## src/rtl/mem_port_arbiter_pkg.sv

```systemverilog
// Shared types for the fetch/data memory port arbiter.
package mem_port_arbiter_pkg;

  typedef enum logic [1:0] {
    IDLE   = 2'd0,
    BUSY_I = 2'd1,
    BUSY_D = 2'd2
  } arb_state_e;

  localparam logic OWN_I = 1'b0;
  localparam logic OWN_D = 1'b1;

endpackage

```

## src/rtl/mem_port_arbiter.sv

```systemverilog
// Single-outstanding arbiter sharing one memory port between fetch and data,
// with data priority bounded by a starvation counter and fetch-kill handling.
//
// state  | meaning
// IDLE   | no transaction outstanding; selects owner and drives the memory request
// BUSY_I | fetch accepted by memory, waiting for its response
// BUSY_D | data access accepted by memory, waiting for its response
module mem_port_arbiter
  import mem_port_arbiter_pkg::*;
#(
  parameter int ADDR_W       = 32,
  parameter int DATA_W       = 32,
  parameter int STARVE_LIMIT = 4
) (
  input  logic                clk,
  input  logic                n_rst,
  input  logic                if_req,
  input  logic [ADDR_W-1:0]   if_addr,
  input  logic                if_kill,
  output logic                if_gnt,
  output logic                if_rvalid,
  output logic [DATA_W-1:0]   if_rdata,
  input  logic                d_req,
  input  logic                d_we,
  input  logic [ADDR_W-1:0]   d_addr,
  input  logic [DATA_W-1:0]   d_wdata,
  input  logic [DATA_W/8-1:0] d_be,
  output logic                d_gnt,
  output logic                d_rvalid,
  output logic [DATA_W-1:0]   d_rdata,
  output logic                mem_req,
  output logic                mem_we,
  output logic [ADDR_W-1:0]   mem_addr,
  output logic [DATA_W-1:0]   mem_wdata,
  output logic [DATA_W/8-1:0] mem_be,
  input  logic                mem_ready,
  input  logic                mem_rvalid,
  input  logic [DATA_W-1:0]   mem_rdata,
  output logic                fetch_stall
);

  localparam int CNT_W = $clog2(STARVE_LIMIT + 1);
  localparam int BE_W  = DATA_W / 8;

  arb_state_e       state_q, state_d;
  logic [CNT_W-1:0] starve_cnt_q, starve_cnt_d;
  logic             kill_pend_q, kill_pend_d;

  logic owner;
  logic sel_valid;
  logic starved;
  logic grant;

  // Fetch wins only once data has used up its quota while fetch was waiting.
  always_comb begin
    starved   = if_req && (starve_cnt_q == CNT_W'(STARVE_LIMIT));
    sel_valid = 1'b0;
    owner     = OWN_I;
    if (d_req && !starved) begin
      sel_valid = 1'b1;
      owner     = OWN_D;
    end else if (if_req) begin
      sel_valid = 1'b1;
      owner     = OWN_I;
    end
  end

  always_comb begin
    state_d      = state_q;
    starve_cnt_d = starve_cnt_q;
    kill_pend_d  = kill_pend_q;
    mem_req      = 1'b0;
    mem_we       = 1'b0;
    mem_addr     = '0;
    mem_wdata    = '0;
    mem_be       = '0;
    grant        = 1'b0;
    if_gnt       = 1'b0;
    d_gnt        = 1'b0;
    if_rvalid    = 1'b0;
    if_rdata     = '0;
    d_rvalid     = 1'b0;
    d_rdata      = '0;

    unique case (state_q)
      IDLE: begin
        if (sel_valid) begin
          mem_req = 1'b1;
          if (owner == OWN_D) begin
            mem_we    = d_we;
            mem_addr  = d_addr;
            mem_wdata = d_wdata;
            mem_be    = d_be;
          end else begin
            mem_addr = if_addr;
            mem_be   = {BE_W{1'b1}};
          end
        end
        grant = mem_req && mem_ready;
        if (grant) begin
          if (owner == OWN_D) begin
            d_gnt   = 1'b1;
            state_d = BUSY_D;
            if (if_req) begin
              if (starve_cnt_q != CNT_W'(STARVE_LIMIT))
                starve_cnt_d = starve_cnt_q + CNT_W'(1);
            end else begin
              starve_cnt_d = '0;
            end
          end else begin
            if_gnt       = 1'b1;
            state_d      = BUSY_I;
            starve_cnt_d = '0;
          end
        end
      end
      BUSY_I: begin
        if (mem_rvalid) begin
          if_rvalid   = !(kill_pend_q || if_kill);
          if_rdata    = if_rvalid ? mem_rdata : '0;
          kill_pend_d = 1'b0;
          state_d     = IDLE;
        end else if (if_kill) begin
          kill_pend_d = 1'b1;
        end
      end
      BUSY_D: begin
        if (mem_rvalid) begin
          d_rvalid = 1'b1;
          d_rdata  = mem_rdata;
          state_d  = IDLE;
        end
      end
      default: state_d = IDLE;
    endcase
  end

  assign fetch_stall = if_req && !if_gnt;

  always_ff @(posedge clk or negedge n_rst) begin
    if (!n_rst) begin
      state_q      <= IDLE;
      starve_cnt_q <= '0;
      kill_pend_q  <= 1'b0;
    end else begin
      state_q      <= state_d;
      starve_cnt_q <= starve_cnt_d;
      kill_pend_q  <= kill_pend_d;
    end
  end

endmodule

```

## config.mk

```make
export PLATFORM = sky130hd
export DESIGN_NAME = mem_port_arbiter
export DESIGN_NICKNAME = d
export VERILOG_FILES = /design/src/rtl/mem_port_arbiter_pkg.sv /design/src/rtl/mem_port_arbiter.sv
export SDC_FILE = /design/constraint.sdc
export NUM_CORES = 1
export LEC_CHECK = 0
export CAP_MARGIN = 15
export CORE_AREA = 2 2 107 109
export DETAILED_ROUTE_END_ITERATION = 10
export DIE_AREA = 0 0 109 111
export PLACE_DENSITY = 0.72
export SYNTH_ARGS = -nofsm -noshare
export SYNTH_HDL_FRONTEND = slang
export SYNTH_SLANG_ARGS = --single-unit
```

## constraint.sdc

```tcl
create_clock -name clk -period 2.42 [get_ports clk]
set_input_delay 0.242 -clock clk [delete_from_list [all_inputs] [get_ports clk]]
set_output_delay 0.242 -clock clk [all_outputs]
set_load 0.02 [all_outputs]
```

==> After elaboration in Yosys (flattened, before gate mapping) <==
Index checks and enable logic that the tools add are counted.
{ "totals": {"output_inout_bits": 139, "word_cells": 67, "register_bits": 6, "inputBits": 140} }
{ "op_classes": {"eq_ne": 7, "reduce_logical": 14, "addsub": 1, "n_mux": 42} }
{ "ops": {"columns": ["operator", "n"], "rows": [
  ["$mux 32", 11],
  ["$mux 1", 21],
  ["$mux 4", 3],
  ["$mux 3", 3],
  ["$mux 2", 3],
  ["$logic_and 1x1->1", 4],
  ["$pmux 2 s2", 1],
  ["$reduce_and 2->1", 2],
  ["$add 3x1->3 const B", 1],
  ["$eq 3x3->1 const B", 1],
  ["$logic_not 1->1", 3],
  ["$ne 3x2->1 const B", 1],
  ["$ne 3x3->1 const B", 1],
  ["$reduce_and 3->1", 1],
  ["$eq 2x1->1 const B", 1],
  ["$eq 2x2->1 const B", 1],
  ["$logic_not 2->1", 1],
  ["$ne 2x1->1 const B", 1],
  ["$ne 2x2->1 const B", 1],
  ["$reduce_bool 2->1", 1],
  ["$reduce_or 2->1", 1],
  ["$logic_or 1x1->1", 1]
]} }

==> Logic depth before layout (Yosys ltp) <==
Gate-level depths: netlist of the first run.
{ "depth": {"word_depth": 12, "ltp_mapped": 7, "mapped_depth_nobuf": 5} }

==> Least setup slack after synthesis of the first run <==
Ideal clock, no wire load.
{ "synth_path": {"path_type": "register -> output", "startpoint": "register starve_cnt_q[0]", "endpoint": "output mem_wdata[23]", "path_buffers": 2, "slack_ns": 0.670, "arrival_time_ns": 1.508, "stages_incl_launch_ff": 8, "required_ns": 2.178, "path_cell_list": "dfrtp_1 > inv_1 > ha_1 > and3_1 > buf_2 > nor2b_4 > buf_6 > and3_1"} }
{ "synth_between": {"elab_chain_len": 8, "word_cells_on_any_way": 9, "cone_classes": "1 x eq/ne; 5 x mux; 3 x reduce/logical"} }
{ "synth_lines": {"columns": ["element", "line", "text"], "rows": [
  ["start, declared", "mem_port_arbiter.sv:46", "logic [CNT_W-1:0] starve_cnt_q, starve_cnt_d;"],
  ["start signal, assigned", "mem_port_arbiter.sv:147", "starve_cnt_q <= starve_cnt_d;"],
  ["$eq 3x3->1 *", "mem_port_arbiter.sv:56", "starved = if_req && (starve_cnt_q == CNT_W'(STARVE_LIMIT));"],
  ["$logic_and 1x1->1 *", "mem_port_arbiter.sv:56", null],
  ["$logic_not 1->1 *", "mem_port_arbiter.sv:59", "if (d_req && !starved) begin"],
  ["$logic_and 1x1->1 *", "mem_port_arbiter.sv:59", null],
  ["$mux 1", "mem_port_arbiter.sv:59", null],
  ["$mux 32", "mem_port_arbiter.sv:89", "if (owner == OWN_D) begin"],
  ["$mux 32 *", "mem_port_arbiter.sv:87", "if (sel_valid) begin"],
  ["$mux 32 *", "mem_port_arbiter.sv:85", "unique case (state_q)"],
  ["end, declared", "mem_port_arbiter.sv:34", "output logic [DATA_W-1:0] mem_wdata,"]
]} }
Every way passes the cells marked *; elsewhere a longest branch is shown, timed or not.

==> Worst setup path in the final report of the first run <==
{ "layout_path": {"startpoint": "register starve_cnt_q[0]", "endpoint": "output d_gnt"} }
{ "layout_between": {"elab_chain_len": 10, "word_cells_on_any_way": 12, "cone_classes": "1 x eq/ne; 7 x mux; 4 x reduce/logical"} }
{ "layout_lines": {"columns": ["element", "line", "text"], "rows": [
  ["$eq 3x3->1 *", "mem_port_arbiter.sv:56", null],
  ["$logic_and 1x1->1 *", "mem_port_arbiter.sv:56", null],
  ["$logic_not 1->1 *", "mem_port_arbiter.sv:59", null],
  ["$logic_and 1x1->1 *", "mem_port_arbiter.sv:59", null],
  ["$mux 1", "mem_port_arbiter.sv:59", null],
  ["$mux 1", "mem_port_arbiter.sv:87", null],
  ["$mux 1", "mem_port_arbiter.sv:85", null],
  ["$logic_and 1x1->1", "mem_port_arbiter.sv:99", "grant = mem_req && mem_ready;"],
  ["$mux 1 *", "mem_port_arbiter.sv:100", "if (grant) begin"],
  ["$mux 1 *", "mem_port_arbiter.sv:85", null],
  ["end, declared", "mem_port_arbiter.sv:28", "output logic d_gnt,"]
]} }
Every way passes the cells marked *; elsewhere a longest branch is shown, timed or not. The select of a mux whose other input is x is not followed.

==> results of run 1 <==
## final cells by class
class	count	area [sq um]	share of cell area (%)
clock buffers	3	75.1	1.50
inverters	5	18.8	0.375
multi-input cells	271	1600	32.1
flip-flops and latches	6	150	3.00
well taps	143	179	3.58
repair buffers	295	2970	59.5
## kinds of logic after synthesis
group                      Yosys count
AOI/OAI and AO/OA                   51
adders and majority gates            5
buffers and inverters               41
DFF                                  6
and+or+nand+nor                    215
## Yosys cell counts (all sizes together)
cell / instances / area, sq um
a21boi: 5 / 41.3
a21oi: 3 / 15.0
a22oi: 1 / 7.51
a31oi: 1 / 6.26
and2: 66 / 413
and3: 66 / 413
buf: 16 / 109
clkbuf: 20 / 75.1
dfrtp: 6 / 150
ha: 5 / 62.6
inv: 5 / 18.8
nand2: 72 / 270
nand2b: 2 / 20.0
nand4: 1 / 6.26
nand4b: 1 / 8.76
nor2: 2 / 7.51
nor2b: 2 / 20.0
nor3: 1 / 10.0
nor4bb: 1 / 10.0
o211ai: 1 / 12.5
o21a: 1 / 7.51
o21ai: 4 / 20.0
o22ai: 33 / 206
o31ai: 1 / 7.51
o41ai: 1 / 16.3
or3b: 1 / 8.76
## power by group through the flow
stage / Clock (mW) / Combinational, mW / Sequential, mW
floorplan: 0 / 1.26 / 0.164
global placement: 0 / 2.51 / 0.169
detailed placement: 0 / 2.55 / 0.172
CTS: 0.278 / 2.36 / 0.171
global route: 0.284 / 2.51 / 0.175
finish: 0.270 / 2.34 / 0.172
## registers in the layout (all words and copies together), names as in the netlist
| name | flops |
|---|---|
| state_q | 2 |
| starve_cnt_q | 3 |
| kill_pend_q | 1 |
## through the flow
stage                     hold WS [ns]  std cells  utilization [%]  instance area, sq um  power, mW
after floorplan                -0.0536        318                -                  1940       1.43
after global placement           0.495        720             44.5                  4930       2.68
after detailed placement         0.510        720             44.5                  4930       2.72
after CTS                        0.272        723             44.5                  4920       2.81
after global routing             0.289        723             45.1                  5000       2.97
final                            0.261        723             45.1                  5000       2.78
## per-layer routing
metal / wire [um] / vias up / GRT usage, %
met3: 1060 / 12 / 3.82
li1: - / 1613 / -
met2: 5450 / 170 / 30.7
met4: 151 / 0 / 3.93
met5: 0 / - / 0
met1: 3930 / 1475 / 17.5
## path summary, 6_finish.rpt
check                           slack, ns              end
worst min-delay path                 0.26       state_q[1]
max in group asynchronous            1.94  starve_cnt_q[0]
min in group clk                     0.53  starve_cnt_q[0]
worst min register to register       0.53  starve_cnt_q[0]
worst max-delay path                 0.10            d_gnt
worst max register to register       0.92       state_q[0]
## timing repair
| item | in CTS | in global routing |
|---|---|---|
| endpoints found under the setup margin | 71 | 30 |
| cloned | 0 | 0 |
| hold endpoints to repair | 0 | 0 |
| gates resized for setup | 76 | 30 |
==> impl_metrics.json, run 1 <==
{
  "port-buffer-count": 278,
  "yosysSeqAreaShare_pct": 7.73,
  "yosysUniqueCellTypes": 31,
  "rsz0062_at_grt": "no",
  "avgViaCountPerCell": 4.52,
  "synthAdderAreaFrac_pct": 3.22,
  "hold_class": "input port to asynchronous set/reset pin",
  "p_per_area_mw_per_mm2": 555,
  "slew_headroom_pct": 79.5,
  "skew_ns": 0.000761,
  "seqPwrFrac_pct": 6.2,
  "grt-ovfl-total": 0,
  "die_y_um": 111,
  "place_ws_ns": 0.0653,
  "n_antenna_cell": 0,
  "ff2ff_path_depth": 5,
  "cp-start-kind": "flip-flop",
  "grt_usage_pct": 16.1,
  "layout_setup_ws_ns": 0.101,
  "cp_cell_sequence": "inv_1 -> ha_1 -> and3_2 -> nand2b_4 -> nor2_1 -> clkdlybuf4s50_1",
  "routed_wl_mm": 10.6,
  "numCtsBuffers": 3,
  "cts-root-buf": "clkbuf_16",
  "setup_tns_ns": 0,
  "clkTransAtPathRegs_ns": 0.03,
  "critPathRequiredTime_ns": 2.18,
  "synthSimpleGateAreaFrac_pct": 61.1,
  "status": "complete, no violations",
  "grt_pass1_wl_mm": 15.7,
  "finalWeightedCongestion": 0.804,
  "maxCapViolCount": 0,
  "cts.sinks": 6,
  "setup_viol": 0,
  "synth-compound-area-share_pct": 17.5,
  "slowest_delay_ns": 0.63,
  "drc": 0,
  "num_rows": 39,
  "comb_power_share_pct": 84.1,
  "synth_xor_area_share_pct": 0,
  "crit_start": "starve_cnt_q[0]",
  "synthCells": 318,
  "dp_hpwl_mm": 8.68,
  "period_share_pct": 95.8,
  "h-tree-depth": 1,
  "clkPwrFrac_pct": 9.7,
  "hold_viol_final": 0,
  "core_area_sq_mm": 0.0111,
  "fillers": 1136,
  "max_clock_freq_mhz": 431,
  "mostFrequentLayoutCell": "clkdlybuf4s50_1",
  "leakage_nw": 2.97,
  "synth_mux_area_share_pct": 0,
  "syn-cell-area_sq_mm": 0.00194,
  "layout.nets": 727,
  "end_kind": "output pin",
  "internal-power_mw": 1.44,
  "first_pass_iters": 4,
  "critPathMaxFanout": 5,
  "die_area_sq_mm": 0.0121,
  "swShare_pct": 48.3,
  "ant_nets": 0,
  "path_delay_family": "buffers and inverters",
  "syn_nets": 463,
  "final_cell_mix": "clkdlybuf4s50_1 (175), dlygate4sd2_1 (73), nand2_1 (72), and2_1 (66), and3_1 (65)",
  "synth_top_family_by_area": "simple AND/OR/NAND/NOR gates",
  "cts_setup_buffers": 0,
  "cts_max_path_buffers": 2,
  "grt_pass1_vias": 3149,
  "drt_iter0_markers": 172,
  "hold_buffers": 0,
  "yosysWarnings": 0,
  "min_period_ns": 2.32,
  "r2r_start": "state_q[0]",
  "num_io_pins": 279,
  "syn_avg_cell_area_sq_um": 6.11,
  "num_vias": 3270,
  "worstMarginPinSlew_ns": 0.304,
  "peakVddDrop_mv": 0.317,
  "antenna_found_initial": 0,
  "layout-drive-gt1-share_pct": 4.83,
  "crit_slowest_cell": "clkdlybuf4s50_1",
  "dieWidth_um": 109,
  "path_buf_inv": 2,
  "wire_per_inst_um": 14.6,
  "clkLatencyLatePin_ns": 0.23,
  "cp_data_arrival_time_ns": 2.08,
  "cts_tree": "yes",
  "slew_violations": 0,
  "initial_core_util_pct": 17.5,
  "p_switching_mw": 1.34,
  "synthToLayoutAreaGrowth_pct": 157,
  "ys_ff_latch": 6,
  "crit_type": "flip-flop to output pin",
  "grt_max_degree": 37,
  "cp.depth": 6
}
Power figures use the tool's default switching activity.
==> run 2, diff against run 1 <==
--- a/config.mk
+++ b/config.mk
@@ -7,6 +7,7 @@
 export LEC_CHECK = 0
 export CAP_MARGIN = 15
 export CORE_AREA = 2 2 107 109
+export CTS_CLUSTER_SIZE = 20
 export DETAILED_ROUTE_END_ITERATION = 10
 export DIE_AREA = 0 0 109 111
 export PLACE_DENSITY = 0.72
==> results of run 2 <==
No change in the layout: final DEF, timing and power equal those of run 1.
==> run 3, diff against run 2 <==
--- a/config.mk
+++ b/config.mk
@@ -11,6 +11,7 @@
 export DETAILED_ROUTE_END_ITERATION = 10
 export DIE_AREA = 0 0 109 111
 export PLACE_DENSITY = 0.72
+export SKIP_LAST_GASP = 1
 export SYNTH_ARGS = -nofsm -noshare
 export SYNTH_HDL_FRONTEND = slang
 export SYNTH_SLANG_ARGS = --single-unit
==> run 3 against run 2 <==
  * Sequential cell count stayed put
  * Utilization rose by 0.10 points
  * Worst setup slack got worse by 0.0027 ns
  * Die area did not move
  * Critical path depth unchanged
  * Clock skew hardly changed
  * Worst hold slack lost 0.00086 ns
  * Count of clock-buffer cells in the layout stayed put
  * Via count down 0.31%
  * Critical endpoint unchanged
==> impl_metrics.json, run 3 (synthesis results as in run 1) <==
{
  "status": "complete, no violations",
  "cp-start-kind": "flip-flop",
  "port-buffer-count": 278,
  "cp_cell_sequence": "inv_1 -> ha_1 -> and3_2 -> nand2b_4 -> nor2_1 -> clkdlybuf4s50_1",
  "swShare_pct": 48.2,
  "hold_viol_final": 0,
  "drc": 0,
  "core_area_sq_mm": 0.0111,
  "regMostFlops": "starve_cnt_q",
  "dieWidth_um": 109,
  "critPathRequiredTime_ns": 2.18,
  "cp_data_arrival_time_ns": 2.08,
  "maxCapViolCount": 0,
  "cts.sinks": 6,
  "grt_pass1_vias": 3149,
  "crit-reg2reg-capture": "state_q[0]",
  "cts-root-buf": "clkbuf_16",
  "multi_input_area_sq_mm": 0.00160,
  "drt_iter0_markers": 207,
  "area.sequential_sq_um": 150,
  "seqPwrFrac_pct": 6.2,
  "final_cell_mix": "clkdlybuf4s50_1 (175), nand2_1 (72), dlygate4sd2_1 (70), and2_1 (66), and3_1 (65)",
  "crit_start": "starve_cnt_q[0]",
  "skew_ns": 0.000756,
  "slowest_delay_ns": 0.63,
  "clkLatencyLatePin_ns": 0.23,
  "final_core_util_pct": 45.2,
  "path_buf_inv": 2,
  "avgViaCountPerCell": 4.51,
  "numCtsBuffers": 3,
  "wire_per_inst_um": 14.7,
  "critPathMaxFanout": 5,
  "die_area_sq_mm": 0.0121,
  "h-tree-depth": 1,
  "dp_hpwl_mm": 8.68,
  "num_io_pins": 279,
  "peakVddDrop_mv": 0.317,
  "setup_tns_ns": 0,
  "hold_class": "input port to asynchronous set/reset pin",
  "p_per_area_mw_per_mm2": 555,
  "r2r_start": "state_q[0]",
  "slew_headroom_pct": 79.5,
  "n_antenna_cell": 0,
  "finalWeightedCongestion": 0.804,
  "max_clock_freq_mhz": 431,
  "ff2ff_path_depth": 5,
  "antenna_found_initial": 0,
  "cts_tree": "yes",
  "ant_nets": 0,
  "path_delay_family": "buffers and inverters",
  "initial_core_util_pct": 17.5,
  "num_rows": 39,
  "leakage_nw": 3.01,
  "layout-drive-gt1-share_pct": 4.83,
  "grt_pass1_wl_mm": 15.7,
  "clkPwrFrac_pct": 9.7,
  "comb_power_share_pct": 84.1,
  "largest_registers": "starve_cnt_q: 3 flops, state_q: 2 flops, kill_pend_q: 1 flops",
  "p_switching_mw": 1.34,
  "clkTransAtPathRegs_ns": 0.03,
  "grt-ovfl-total": 0,
  "mostFrequentLayoutCell": "clkdlybuf4s50_1",
  "internal-power_mw": 1.44,
  "crit_slowest_cell": "clkdlybuf4s50_1",
  "num_vias": 3260,
  "fillers": 1134,
  "worstMarginPinSlew_ns": 0.304,
  "cts_setup_buffers": 0,
  "cp.depth": 6,
  "slew_violations": 0,
  "largest_reg_flops": 3,
  "grt_max_degree": 37,
  "synthToLayoutAreaGrowth_pct": 158,
  "routed_wl_mm": 10.6,
  "setup_viol": 0,
  "crit_type": "flip-flop to output pin",
  "first_pass_iters": 4,
  "rsz0062_at_grt": "no",
  "period_share_pct": 96.0,
  "r2r_slack_ns": 0.92,
  "endpoint": "d_gnt",
  "die_y_um": 111,
  "end_kind": "output pin",
  "p_total_mw": 2.78,
  "cts_max_path_buffers": 2,
  "layout.nets": 727,
  "min_period_ns": 2.32,
  "grt_usage_pct": 16.1,
  "hold_slack_ns": 0.260
}
==> run 3: changes by cell type in the layout (fill, tap and decap cells not counted), sizes merged <==
| cell | delta |
|---|---|
| dlygate4sd2 | -3 |
| dlymetal6s2s | +3 |
==> run 3: layer usage <==
metal / up-vias / part of all wire, % / global-route usage, %
met4: 0 / 1.4 / 3.93
met1: 1467 / 37 / 17.5
li1: 1613 / - / -
met5: - / 0 / 0
met2: 168 / 51 / 30.7
met3: 12 / 10 / 3.82
==> run 3: metrics by stage <==
stage	worst slack, ns	instances	instance area (sq um)
final	0.0979	723	5010
after global routing	0.0209	723	5010
after CTS	-0.0687	723	4930
after detailed placement	0.0653	720	4930
after global placement	0.113	720	4930
after floorplan	0.670	318	1940
==> run 3: power groups by stage <==
stage / Sequential, mW / Combinational, mW / Clock (mW)
after floorplan: 0.164 / 1.26 / 0
after global placement: 0.169 / 2.51 / 0
after detailed placement: 0.172 / 2.55 / 0
after CTS: 0.171 / 2.37 / 0.278
after global routing: 0.175 / 2.51 / 0.284
final: 0.171 / 2.34 / 0.270
==> run 3: area by class of cell <==
cell class / count / area share (%)
clock buffers: 3 / 1.50
flip-flops and latches: 6 / 3.00
well taps: 143 / 3.57
repair buffers: 295 / 59.6
inverters: 5 / 0.375
multi-input cells: 271 / 32.0
==> run 3: how the worst min path moves through the flow <==
stage	from	end	slack, ns	depth (start not counted)
6_report	n_rst	state_q[1]	0.26	1
5_1_grt	n_rst	kill_pend_q	0.29	1
4_1_cts	n_rst	starve_cnt_q[0]	0.27	1
3_5_place_dp	n_rst	kill_pend_q	0.51	1
3_3_place_gp	n_rst	kill_pend_q	0.50	1
2_1_floorplan	n_rst	kill_pend_q	-0.05	0
==> run 3: what timing repair did <==
action	in CTS	in global routing
pin swaps	0	0
endpoints found under the hold margin	0	0
setup endpoints to repair	71	33
resized for setup	73	33
hold buffers	0	0
